## src/rtl/video_timing_gen.sv

```systemverilog
// video_timing_gen: raster timing generator with pixel CE, registered blanking/syncs/RGB and line/frame strobes.
// Define VTG_CSYNC_EN to add the composite sync output CSYN.
module video_timing_gen #(
  parameter int CNT_W       = 9,
  parameter int H_TOTAL     = 384,
  parameter int H_ACT_START = 16,
  parameter int H_ACT_END   = 272,
  parameter int V_TOTAL     = 264,
  parameter int V_ACT       = 224,
  parameter int H_SYNC_BASE = 288,
  parameter int H_SYNC_W    = 32,
  parameter int V_SYNC_BASE = 226,
  parameter int V_SYNC_W    = 4,
  parameter int RGB_W       = 12,
  parameter int HOFFS_W     = 5,
  parameter int VOFFS_W     = 3
) (
  input  logic               MCLK,
  input  logic               RESET,
  input  logic               CE_PIX,
  input  logic [HOFFS_W-1:0] HOFFS,
  input  logic [VOFFS_W-1:0] VOFFS,
  input  logic [RGB_W-1:0]   iRGB,
  output logic [CNT_W-1:0]   HPOS,
  output logic [CNT_W-1:0]   VPOS,
  output logic [RGB_W-1:0]   oRGB,
  output logic               HBLK,
  output logic               VBLK,
  output logic               HSYN,
  output logic               VSYN,
  output logic               LINE_STB,
  output logic               FRAME_STB
`ifdef VTG_CSYNC_EN
  ,
  output logic               CSYN
`endif
);
  localparam int AW = CNT_W + 2;
  logic [CNT_W-1:0] r_hcnt, r_vcnt;
  logic [HOFFS_W-1:0] r_hoffs_l;
  logic [VOFFS_W-1:0] r_voffs_l;
  logic [RGB_W-1:0] r_rgb;
  logic r_hblk, r_vblk, r_hsyn, r_vsyn, r_line_stb, r_frame_stb;
  logic w_h_last, w_v_last, w_hblk, w_vblk, w_hs_on, w_vs_on;
  logic [AW-1:0] w_h, w_v, w_hs_b, w_hd_sum, w_hd, w_vs_b, w_vd_sum, w_vd;
  assign w_h      = AW'(r_hcnt);
  assign w_v      = AW'(r_vcnt);
  assign w_h_last = w_h == AW'(H_TOTAL - 1);
  assign w_v_last = w_v == AW'(V_TOTAL - 1);
  assign w_hblk   = !(w_h >= AW'(H_ACT_START) && w_h < AW'(H_ACT_END));
  assign w_vblk   = !(w_v < AW'(V_ACT));
  // Sync windows are tested as the wrapped distance from the start, so pulses may straddle the counter wrap.
  assign w_hs_b   = (AW'(H_SYNC_BASE) + AW'({r_hoffs_l, 1'b0})) % AW'(H_TOTAL);
  assign w_hd_sum = w_h + AW'(H_TOTAL) - w_hs_b;
  assign w_hd     = w_hd_sum >= AW'(H_TOTAL) ? w_hd_sum - AW'(H_TOTAL) : w_hd_sum;
  assign w_hs_on  = w_hd < AW'(H_SYNC_W);
  assign w_vs_b   = (AW'(V_SYNC_BASE) + AW'({r_voffs_l, 2'b00})) % AW'(V_TOTAL);
  assign w_vd_sum = w_v + AW'(V_TOTAL) - w_vs_b;
  assign w_vd     = w_vd_sum >= AW'(V_TOTAL) ? w_vd_sum - AW'(V_TOTAL) : w_vd_sum;
  assign w_vs_on  = w_vd < AW'(V_SYNC_W);
`ifdef VTG_CSYNC_EN
  logic r_csyn;
  assign CSYN = r_csyn;
`endif
  always_ff @(posedge MCLK or posedge RESET)
    if (RESET) begin
      r_hcnt      <= '0;
      r_vcnt      <= '0;
      r_hoffs_l   <= '0;
      r_voffs_l   <= '0;
      r_rgb       <= '0;
      r_hblk      <= 1'b1;
      r_vblk      <= 1'b1;
      r_hsyn      <= 1'b1;
      r_vsyn      <= 1'b1;
      r_line_stb  <= 1'b0;
      r_frame_stb <= 1'b0;
`ifdef VTG_CSYNC_EN
      r_csyn      <= 1'b1;
`endif
    end else begin
      r_line_stb  <= CE_PIX && w_h_last;
      r_frame_stb <= CE_PIX && w_h_last && w_v_last;
      if (CE_PIX) begin
        r_hcnt <= w_h_last ? '0 : r_hcnt + 1'b1;
        if (w_h_last)
          r_vcnt <= w_v_last ? '0 : r_vcnt + 1'b1;
        // Offsets only move on the last pixel of the frame so a pulse is never torn.
        if (w_h_last && w_v_last) begin
          r_hoffs_l <= HOFFS;
          r_voffs_l <= VOFFS;
        end
        r_hblk <= w_hblk;
        r_vblk <= w_vblk;
        r_hsyn <= !w_hs_on;
        r_vsyn <= !w_vs_on;
        r_rgb  <= (w_hblk || w_vblk) ? '0 : iRGB;
`ifdef VTG_CSYNC_EN
        r_csyn <= w_vs_on ? w_hs_on : !w_hs_on;
`endif
      end
    end
  assign HPOS      = r_hcnt - CNT_W'(H_ACT_START);
  assign VPOS      = r_vcnt;
  assign oRGB      = r_rgb;
  assign HBLK      = r_hblk;
  assign VBLK      = r_vblk;
  assign HSYN      = r_hsyn;
  assign VSYN      = r_vsyn;
  assign LINE_STB  = r_line_stb;
  assign FRAME_STB = r_frame_stb;
endmodule

```

## config.mk

```make
export PLATFORM = sky130hd
export DESIGN_NAME = video_timing_gen
export DESIGN_NICKNAME = d
export VERILOG_FILES = /design/src/rtl/video_timing_gen.sv
export SDC_FILE = /design/constraint.sdc
export NUM_CORES = 1
export LEC_CHECK = 0
export ABC_AREA = 1
export CAP_MARGIN = 20
export CELL_PAD_IN_SITES_DETAIL_PLACEMENT = 0
export CELL_PAD_IN_SITES_GLOBAL_PLACEMENT = 1
export CORE_ASPECT_RATIO = 0.6
export CORE_MARGIN = 3
export CORE_UTILIZATION = 29
export CTS_CLUSTER_SIZE = 24
export DETAILED_ROUTE_END_ITERATION = 12
export GPL_TIMING_DRIVEN = 0
export PLACE_DENSITY = 0.63
export SYNTH_ARGS = -nofsm -noshare
export SYNTH_HDL_FRONTEND = slang
export SYNTH_SLANG_ARGS = --single-unit
```

## constraint.sdc

```tcl
create_clock -name MCLK -period 7.96 [get_ports MCLK]
set_input_delay 0.796 -clock MCLK [delete_from_list [all_inputs] [get_ports MCLK]]
set_output_delay 0.796 -clock MCLK [all_outputs]
set_load 0.03 [all_outputs]
```

# Yosys cells after proc, flatten, opt, wreduce, memory -nomap -nowiden
# Index checks and enable logic that the tools add are counted.
# Widths: inputs -> output; s select.
# classes
n_addsub	11
div_mod_pow	2
order_cmp	7
n_eq_ne	2
n_mux	5
reduce_logical	11
# ops
cell	n
$ge 11x9->1 const B	2
$mod 11x9->11 const B	2
$mux 11	2
$sub 10x11->11	2
$sub 11x9->11 const B	2
$add 9x9->10 const B	2
$add 9x1->9 const B	2
$eq 9x9->1 const B	2
$mux 9	2
$mux 12	1
$lt 11x3->1 const B	1
$lt 11x6->1 const B	1
$add 9x6->10 const A	1
$add 8x5->9 const A	1
$ge 9x5->1 const B	1
$lt 9x8->1 const B	1
$lt 9x9->1 const B	1
$sub 9x5->9 const B	1
$logic_and 1x1->1	4
$logic_not 1->1	4
$reduce_and 2->1	2
$logic_or 1x1->1	1
# word_totals
ff_bits	44
in_bits	23
out_inout_bits	36
elab_cells	49

# Logic depth before layout (Yosys ltp)
# Gate-level depths: netlist of run 1.
# depth
word_depth	7
ltp_mapped	21
mapped_depth_nobuf	21

# Least setup slack after synthesis of run 1
# No wires, ideal clock.
# synth_timing
path_kind	register to register
from	reg r_hcnt[2]
to	reg r_hsyn (netlist: HSYN)
setup_ps	72
arrival_ps	2497
required_time_ps	7888
path_slack_ps	5391
stages_incl_launch_ff	20
n_path_buf	0
synth_period_minus_slack_ps	2569
path_cell_list	dfrtp_1 -> ha_1 -> inv_1 -> fa_1 -> nand3b_1 -> nand2_1 -> nand2_1 -> nand3b_1 -> nand2_1 -> inv_1 -> ha_1 -> inv_1 -> ha_1 -> inv_1 -> nor2_1 -> nand2_1 -> nand2_1 -> nand3_1 -> nand2_1 -> inv_1
# synth_via
elab_chain_len	6
word_cells_on_any_way	7
cone_classes	add/sub: 3; order compare: 2; mux: 1; reduce/logical: 1
# synth_lines
element	line	source
start, declared	39	logic [CNT_W-1:0] r_hcnt, r_vcnt;
start signal, assigned	85	r_hcnt <= w_h_last ? '0 : r_hcnt + 1'b1;
$add 9x9->10 (*)	54	assign w_hd_sum = w_h + AW'(H_TOTAL) - w_hs_b;
$sub 10x11->11 (*)	54	
$sub 11x9->11 or $ge 11x9->1 (tied branches)	55	assign w_hd = w_hd_sum >= AW'(H_TOTAL) ? w_hd_sum - AW'(H_TOTAL) : w_hd_sum;
$mux 11 (*)	55	
$lt 11x6->1 (*)	56	assign w_hs_on = w_hd < AW'(H_SYNC_W);
$logic_not 1->1 (*)	95	r_hsyn <= !w_hs_on;
end signal, assigned	95	
end, declared	43	logic r_hblk, r_vblk, r_hsyn, r_vsyn, r_line_stb, r_frame_stb;
# Mark *: on every way between the ends. The rest lies on a longest branch, timed or not.
# A chain may end at the register's enable or synchronous reset.

# Final worst setup path of run 1
# Ends and elaborated chain as after synthesis.

==> results of run 1 <==
## registers in the layout, indices dropped and copies added, names as in the netlist
name       flops
oRGB          12
VPOS           9
r_hcnt         9
r_hoffs_l      5
r_voffs_l      3
FRAME_STB      1
HBLK           1
HSYN           1
LINE_STB       1
VBLK           1
VSYN           1
## layer usage
| layer | share of wire (%) | vias to the layer above | GRT usage, % | routed length, µm |
|---|---|---|---|---|
| met5 | 0 | - | 0 | 0 |
| met4 | 0.46 | 0 | 2.17 | 37 |
| met3 | 7.3 | 5 | 3.53 | 583 |
| met2 | 33 | 63 | 18.2 | 2670 |
| met1 | 59 | 1138 | 25.2 | 4710 |
| li1 | - | 1360 | - | - |
## cells by family after synthesis
| family | after synthesis | share of synthesized area, % |
|---|---|---|
| and+or+nand+nor | 170 | 26.9 |
| AOI/OAI and AO/OA | 44 | 7.73 |
| DFF | 44 | 37.1 |
| xor gates and xnor gates | 12 | 3.53 |
| adders and majority gates | 29 | 12.4 |
| buffers and inverters | 88 | 12.3 |
## worst min-delay path, cell delays in order, from the launching register on
cell and delay (ns):
dfrtp_1 0.34, nand2_1 0.05, o21ai_0 0.06
## stage by stage
stage | utilization [%] | instance area (µm²) | std cells | total power, mW | hold slack [ns]
final | 40.7 | 3890 | 584 | 0.940 | 0.485
after global routing | 40.7 | 3890 | 584 | 1.02 | 0.509
after CTS | 40.7 | 3890 | 584 | 0.952 | 0.490
after detailed placement | 39.1 | 3740 | 576 | 0.731 | 0.474
after global placement | 38.9 | 3720 | 575 | 0.727 | 0.468
after floorplan | - | 2980 | 387 | 0.582 | 0.453
## synthesized netlist by cell type (all sizes together)
cell type,count
nand2,90
inv,77
dfrtp,40
nand3,30
ha,28
o21ai,27
nor2,22
a21oi,12
buf,9
xor2,9
nand3b,7
nor3,7
nand4,5
dfstp,4
nor4,4
a31oi,3
or2,3
xnor2,3
clkbuf,2
nor3b,2
fa,1
o211ai,1
o41ai,1
## final cells by class
class	instances	area, µm²
clock inverters	1	7.51
multi-input cells	255	1510
fillers	992	5670
repair buffers	59	601
well taps	130	163
plain buffers	11	77.6
inverters	77	289
flip-flops and latches	44	1110
clock buffers	7	143
## where the power goes
group | internal [mW] | switching, mW | leakage [nW] | total [mW]
combinational | 0.175 | 0.254 | 1.37 | 0.429
clock | 0.125 | 0.0864 | 0.0701 | 0.211
sequential | 0.259 | 0.0404 | 0.509 | 0.299
## worst min-delay path by stage
stage	start	end	slack, ns	cells after the start
after floorplan	r_voffs_l[1]	r_voffs_l[1]	0.45	2
after global placement	oRGB[2]	oRGB[2]	0.47	2
after detailed placement	oRGB[1]	oRGB[1]	0.47	2
after CTS	oRGB[1]	oRGB[1]	0.49	2
after global routing	oRGB[1]	oRGB[1]	0.51	2
final	oRGB[1]	oRGB[1]	0.49	2
==> results summary, run 1 <==
Summed over all layers, the routed wires come to roughly 8 mm. The last element of the critical path is HSYN. The cell chosen for the clock root is clkbuf_16. The post-route netlist has approximately 8% of its cells at a drive strength greater than 1. For flop-to-flop paths, the worst setup slack is about 5 ns. The dominant cell type by count on the critical path is nand2_1. OpenSTA, run right after detailed placement, puts the worst setup slack at roughly 5.1 ns.

After clock tree synthesis, the clock-pin slew on the worst setup and hold paths is approximately 0.070 ns. The initial antenna violation count is 0. The maximum level of the CTS H-tree came out at 2. The iteration-0 DRC count of the detailed router came out at 109. The routed design could run at a clock period as short as 2.88 ns. The number of cells produced by synthesis is 387. The die span in x came out at roughly 140 µm.

The data required time of the worst path came out at slightly above 8 ns. The worst hold path class is register to register. The critical path class is register to register. The synthesized design spends more area on one cell type than any other, namely dfrtp_1. The maximum fanout along the worst path came out at 5.

The critical path launch point type is a register. The number of placement rows came out at 27. The effective utilization at floorplan came out at between 30% and 40%. The CTS sink count is 44. The synthesized netlist occupies a cell area of around 0.003 mm². The global routing usage summed across all routing layers came out at ~15%. The cell depth of the worst setup path is 19. At the later pin of the worst-skew pair, clock insertion delay measures approximately 0.29 ns. In the layout the commonest cells are nand2_1 (87), inv_1 (72), clkdlybuf4s50_1 (58). The startpoint of the most critical setup path is r_hcnt[2]. The worst setup skew after layout came out at between 0.01 and 0.015 ns. The count of buffers inserted at the top-level ports came out at 58. The number of buffers created by CTS came out at 5. The final-report setup violation count is 0. 0 antenna diodes ended up in the layout. The routed via count is 2566. The area enclosed by the die boundary came out at 0.0116 mm².

At the pin with the least slew margin, the transition time is a little over 0.5 ns. Using the TritonRoute via totals, the vias-per-cell ratio works out to about 4.4. The placeable core region is 0.00956 mm².

The worst setup path is captured at a register. After clock tree synthesis, the flow added hold-fix buffers numbering 0. The largest stage delay on the critical path came out at approximately 0.46 ns.

The cell count of the worst reg-to-reg path came out at 19. Setup repair after global routing left no endpoint under its margin. The static leakage power is 1.95 nW.

The max-slew violation total from the final report is 0. The post-layout worst setup margin is 5.08 ns. The die height came out at 84.5 µm. The synthesized area per cell is slightly below 8 µm². The tool flagged a number of max-cap violations equal to 0. The number of remaining DRC errors is 0. The highest clock frequency the design can meet is 0.347 GHz. The sum of net half-perimeters after detailed placement came out at roughly 6.3 mm. The worst register-to-register path ends at HSYN. The wire length of the first global-routing pass came out at between 10 and 15 mm. When the netlist entered floorplanning its net count stood at about 440.

The top-level I/O count is slightly below 60. The peak ir drop on the vdd network came out at ~0.00019 V. The count of TritonRoute iterations in the first routing pass is 4. The number of library cell types mapped by synthesis came out at 31. Sequential elements use 37.1% of the synthesized area.

TritonCTS built the clock tree. The critical register-to-register path startpoint is r_hcnt[2]. The total congestion overflow came out at 0.

The setup TNS after final layout is 0 ns. The maximum number of pins on one net before global-route repair came out at 29. The remaining max-slew budget at the tightest pin came out at between 60 and 70%.

The number of global-route vias before repair is about 2500. The flip-flop and latch count after synthesis came out at 44. In this design, the largest share of critical-path delay is due to adder cells. The average detailed-routed wire length per instance is between 10 and 15 µm.

The most common cell after layout, fill and taps aside is nand2_1. The worst path uses between 30% and 40% of the clock period. The power per cell area is 241 mW/mm². The data arrival time at the worst-slack endpoint came out at around 3.1 ns. For this design, the slowest cell found on the critical path is dfrtp_1. The critical path contains buffers and inverters numbering 5 combined. Traced cell by cell, the critical path runs through ha_1, inv_1, fa_1, nand3b_1, nand2_1, nand2_1, nand3b_1, nand2_1, inv_1, ha_1, inv_1, ha_1, inv_1, nor2_1, nand2_1, nand2_1, nand3_1, nand2_1, inv_1. From synthesis to final layout, the design area changed by 30.7%. The post-route antenna net violation count came out at 0.

The number of gates resized after CTS was 0. The final number of hold-violating endpoints is 0. The number of buffers added for setup after CTS is 0. The congestion estimate from routability-driven global placement came to 0.789. The number of buffers on the longest clock path came out at 2. The final net count came out at 505. For this run, the number of Yosys warnings is 0. Yosys attributes the largest share of cell area to dfrtp_1 (34%), ha_1 (12%), nand2_1 (11%). The run finished with clean final reports.

The fraction of post-synthesis cell area in the top cell type by area came out at 33.6%.
No activity file was read; power rests on OpenSTA's default activity.
==> inputs of run 2 (changes only) <==
Clock period 7.96 ns to 3 ns, I/O delays scaled along.
==> results summary, run 2 (same netlist as run 1, synthesis figures left out) <==
The flow ran to the end, and the final reports show no timing, DRC or antenna violations. The final net count came out at 506 (+0.20%). The final number of hold-violating endpoints came to 0 (unchanged). The post-route antenna net violation count came out at 0 (unchanged). The number of cells in the design after placement came out at 576 (unchanged). The max-slew violation total from the final report was 0 (unchanged). The sum of net half-perimeters after detailed placement is 6.28 mm (unchanged). The number of global-route vias before repair came to 2548 (unchanged). The clock latency at the later pin of the worst-skew pair came out at 0.29 ns (about the same).

The highest clock frequency the design can meet came to 0.368 GHz (+6.2%). The cell chosen for the clock root is clkbuf_16. The total congestion overflow came out at 0 (unchanged). The flip-flop count of the largest register after layout came to 12 (unchanged). The final-report setup violation count is 0 (unchanged). The portion of total power attributed to combinational logic came out at 46.4% (+0.8 points). The post-route minimum period came to 2.71 ns (-0.167 ns).

The number of buffers on the longest clock path was 2 (unchanged). The worst setup skew after layout was 0.0115 ns (-0.000247 ns). Leaving out fill and tap cells, the most frequent cells in the layout are nand2_1 (86), inv_1 (72), clkdlybuf4s50_1 (58).

The power per cell area came out at 643 mW/mm² (+170%). The power spent charging and discharging nets came out at 1.02 mW (+170%). The remaining max-slew budget at the tightest pin is 65.5% (-0.83 points). The fraction of power spent switching nets was 40.5% (about the same). The routed via count came to 2606 (+1.6%). The average via count per standard cell came out at 4.45 (+1.4%).

The critical path is of the register to register type. The most common cell after layout, fill and taps aside is nand2_1. The average detailed-routed wire length per instance is 13.8 µm (+1.2%). The setup TNS after final layout is 0 ns (unchanged). The number of remaining DRC errors is 0 (unchanged).

The routed wire length came out at 8.10 mm (+1.3%). The clock network fraction of design power is 22.3% (-0.2 points). The final cell count without fillers is 585 (+0.17%).

TritonCTS built the clock tree. The global routing usage summed across all routing layers came out at 14.8% (unchanged). The number of antenna cells inserted came out at 0 (unchanged).

The final worst-path cycle share came out at 90.5% (+54 points). The CTS sink count is 44 (unchanged). The post-CTS clock slew at the launch and capture registers of the worst setup and hold paths came to 0.07 ns (about the same). The number of buffers created by CTS came out at 5 (unchanged).

STA classifies the critical path endpoint as a register. The share of post-route cells with drive strength above 1 came out at 9.89% (+1.7 points). The initial antenna violation count is 0 (unchanged). The top-level I/O count was 59 (unchanged). The sequential share of power is 31.3% (-0.6 points). The die height came out at 84.5 µm (unchanged). The worst slack after detailed placement was 0.139 ns (-4.96 ns). The peak ir drop on the vdd network is 0.000508 V (+170%). The static leakage power came out at 1.95 nW (+0.22%). The iteration-0 DRC count of the detailed router came to 96 (-12%). The max capacitance violation total came out at 0 (unchanged).

Setup repair after global routing left no endpoint under its margin. The worst register-to-register path ends at HSYN. The cell count of the worst reg-to-reg path came to 19 (unchanged).

The count of buffers inserted at the top-level ports came out at 58 (unchanged). The worst register-to-register path begins at r_hcnt[1]. The global placer's final weighted congestion came to 0.789 (unchanged). Relative to the synthesized area, the layout overhead comes to 31.6%. The data required time of the worst path is 3.22 ns (-4.96 ns). The area enclosed by the die boundary came out at 0.0116 mm² (unchanged). The worst hold path class is input port to asynchronous set/reset pin. The slack of the worst reg-to-reg path is 0.29 ns (-4.79 ns). The worst setup path is launched from a register.

The internal power consumption is 1.50 mW (+170%). The maximum fanout along the worst path is 4 (-1). The die span in x is 137 µm (unchanged).

The post-layout worst setup margin came out at 0.285 ns (-4.79 ns). The transition time at the pin with the least slew margin came out at 0.517 ns (+0.0125 ns). The maximum level of the CTS H-tree is 2 (unchanged). The maximum number of pins on one net before global-route repair came out at 29 (unchanged). The number of placement rows came out at 27 (unchanged). The wire length of the first global-routing pass is 13.5 mm (unchanged). The overall power after layout came out at 2.52 mW (+170%).

The data arrival time at the worst-slack endpoint was 2.93 ns (-0.17 ns). The count of TritonRoute iterations in the first routing pass came out at 4 (unchanged). The placeable core region was 0.00956 mm² (unchanged). The effective utilization at floorplan came to 31.2% (unchanged).
-- run 2: cell types whose count changed in the layout (fill, tap and decap cells not counted), sizes merged --
cell,change
buf,+1
-- run 2: how the worst max path moves through the flow --
stage | slack (ns) | to | start
after floorplan | 0.43 | HSYN | r_hcnt[2]
after global placement | 0.19 | HSYN | r_hcnt[2]
final | 0.29 | HSYN | r_hcnt[1]
after global routing | 0.03 | HSYN | r_hcnt[5]
after detailed placement | 0.14 | HSYN | r_hcnt[2]
after CTS | 0.11 | HSYN | r_hcnt[2]
-- run 2: layout make-up --
class / count / area, µm²
Inverter: 77 / 289
Clock inverter: 1 / 7.51
Fill cell: 994 / 5640
Sequential cell: 44 / 1110
Multi-Input combinational cell: 255 / 1520
Timing Repair Buffer: 60 / 608
Buffer: 11 / 77.6
Tap cell: 130 / 163
Clock buffer: 7 / 143
-- run 2: critical path, cell delays in order, from the launching register on --
cell and delay [ns]:
dfrtp_2 0.45, ha_1 0.33, inv_1 0.06, fa_2 0.35
nand3b_1 0.21, nand2_2 0.12, nand2_1 0.08, nand3b_1 0.08
nand2_1 0.08, inv_1 0.08, ha_1 0.14, inv_1 0.04
ha_1 0.26, inv_1 0.03, nor2_1 0.07, nand2_1 0.05
nand2_1 0.05, nand3_1 0.07, nand2_1 0.06, inv_1 0.03
-- run 2: power by group through the flow --
stage                     clock network [mW]  logic [mW]  registers [mW]
after CTS                              0.585        1.15           0.795
after global routing                   0.610        1.31           0.807
after global placement                     0        1.12           0.805
after floorplan                            0       0.692           0.851
final                                  0.562        1.17           0.788
after detailed placement                   0        1.14           0.805
-- run 2: through the flow --
stage	hold slack (ns)	instance area [µm²]	utilization, %
after floorplan	0.410	2980	-
after global placement	0.468	3720	38.9
after detailed placement	0.474	3740	39.1
after CTS	0.332	3890	40.7
after global routing	0.373	3920	41.0
final	0.326	3920	41.0
-- run 2: what timing repair did --
item / 4_1_cts / 5_1_grt
hold buffers: 0 / 0
endpoints found under the setup margin: 0 / 1
setup buffers: 0 / 1
gates resized for setup: 0 / 7
-- run 2: metal layers --
metal	global-route usage [%]	routed length, µm
met2	18.2	2760
met4	2.17	37
met1	25.2	4860
met3	3.53	435
met5	0	0
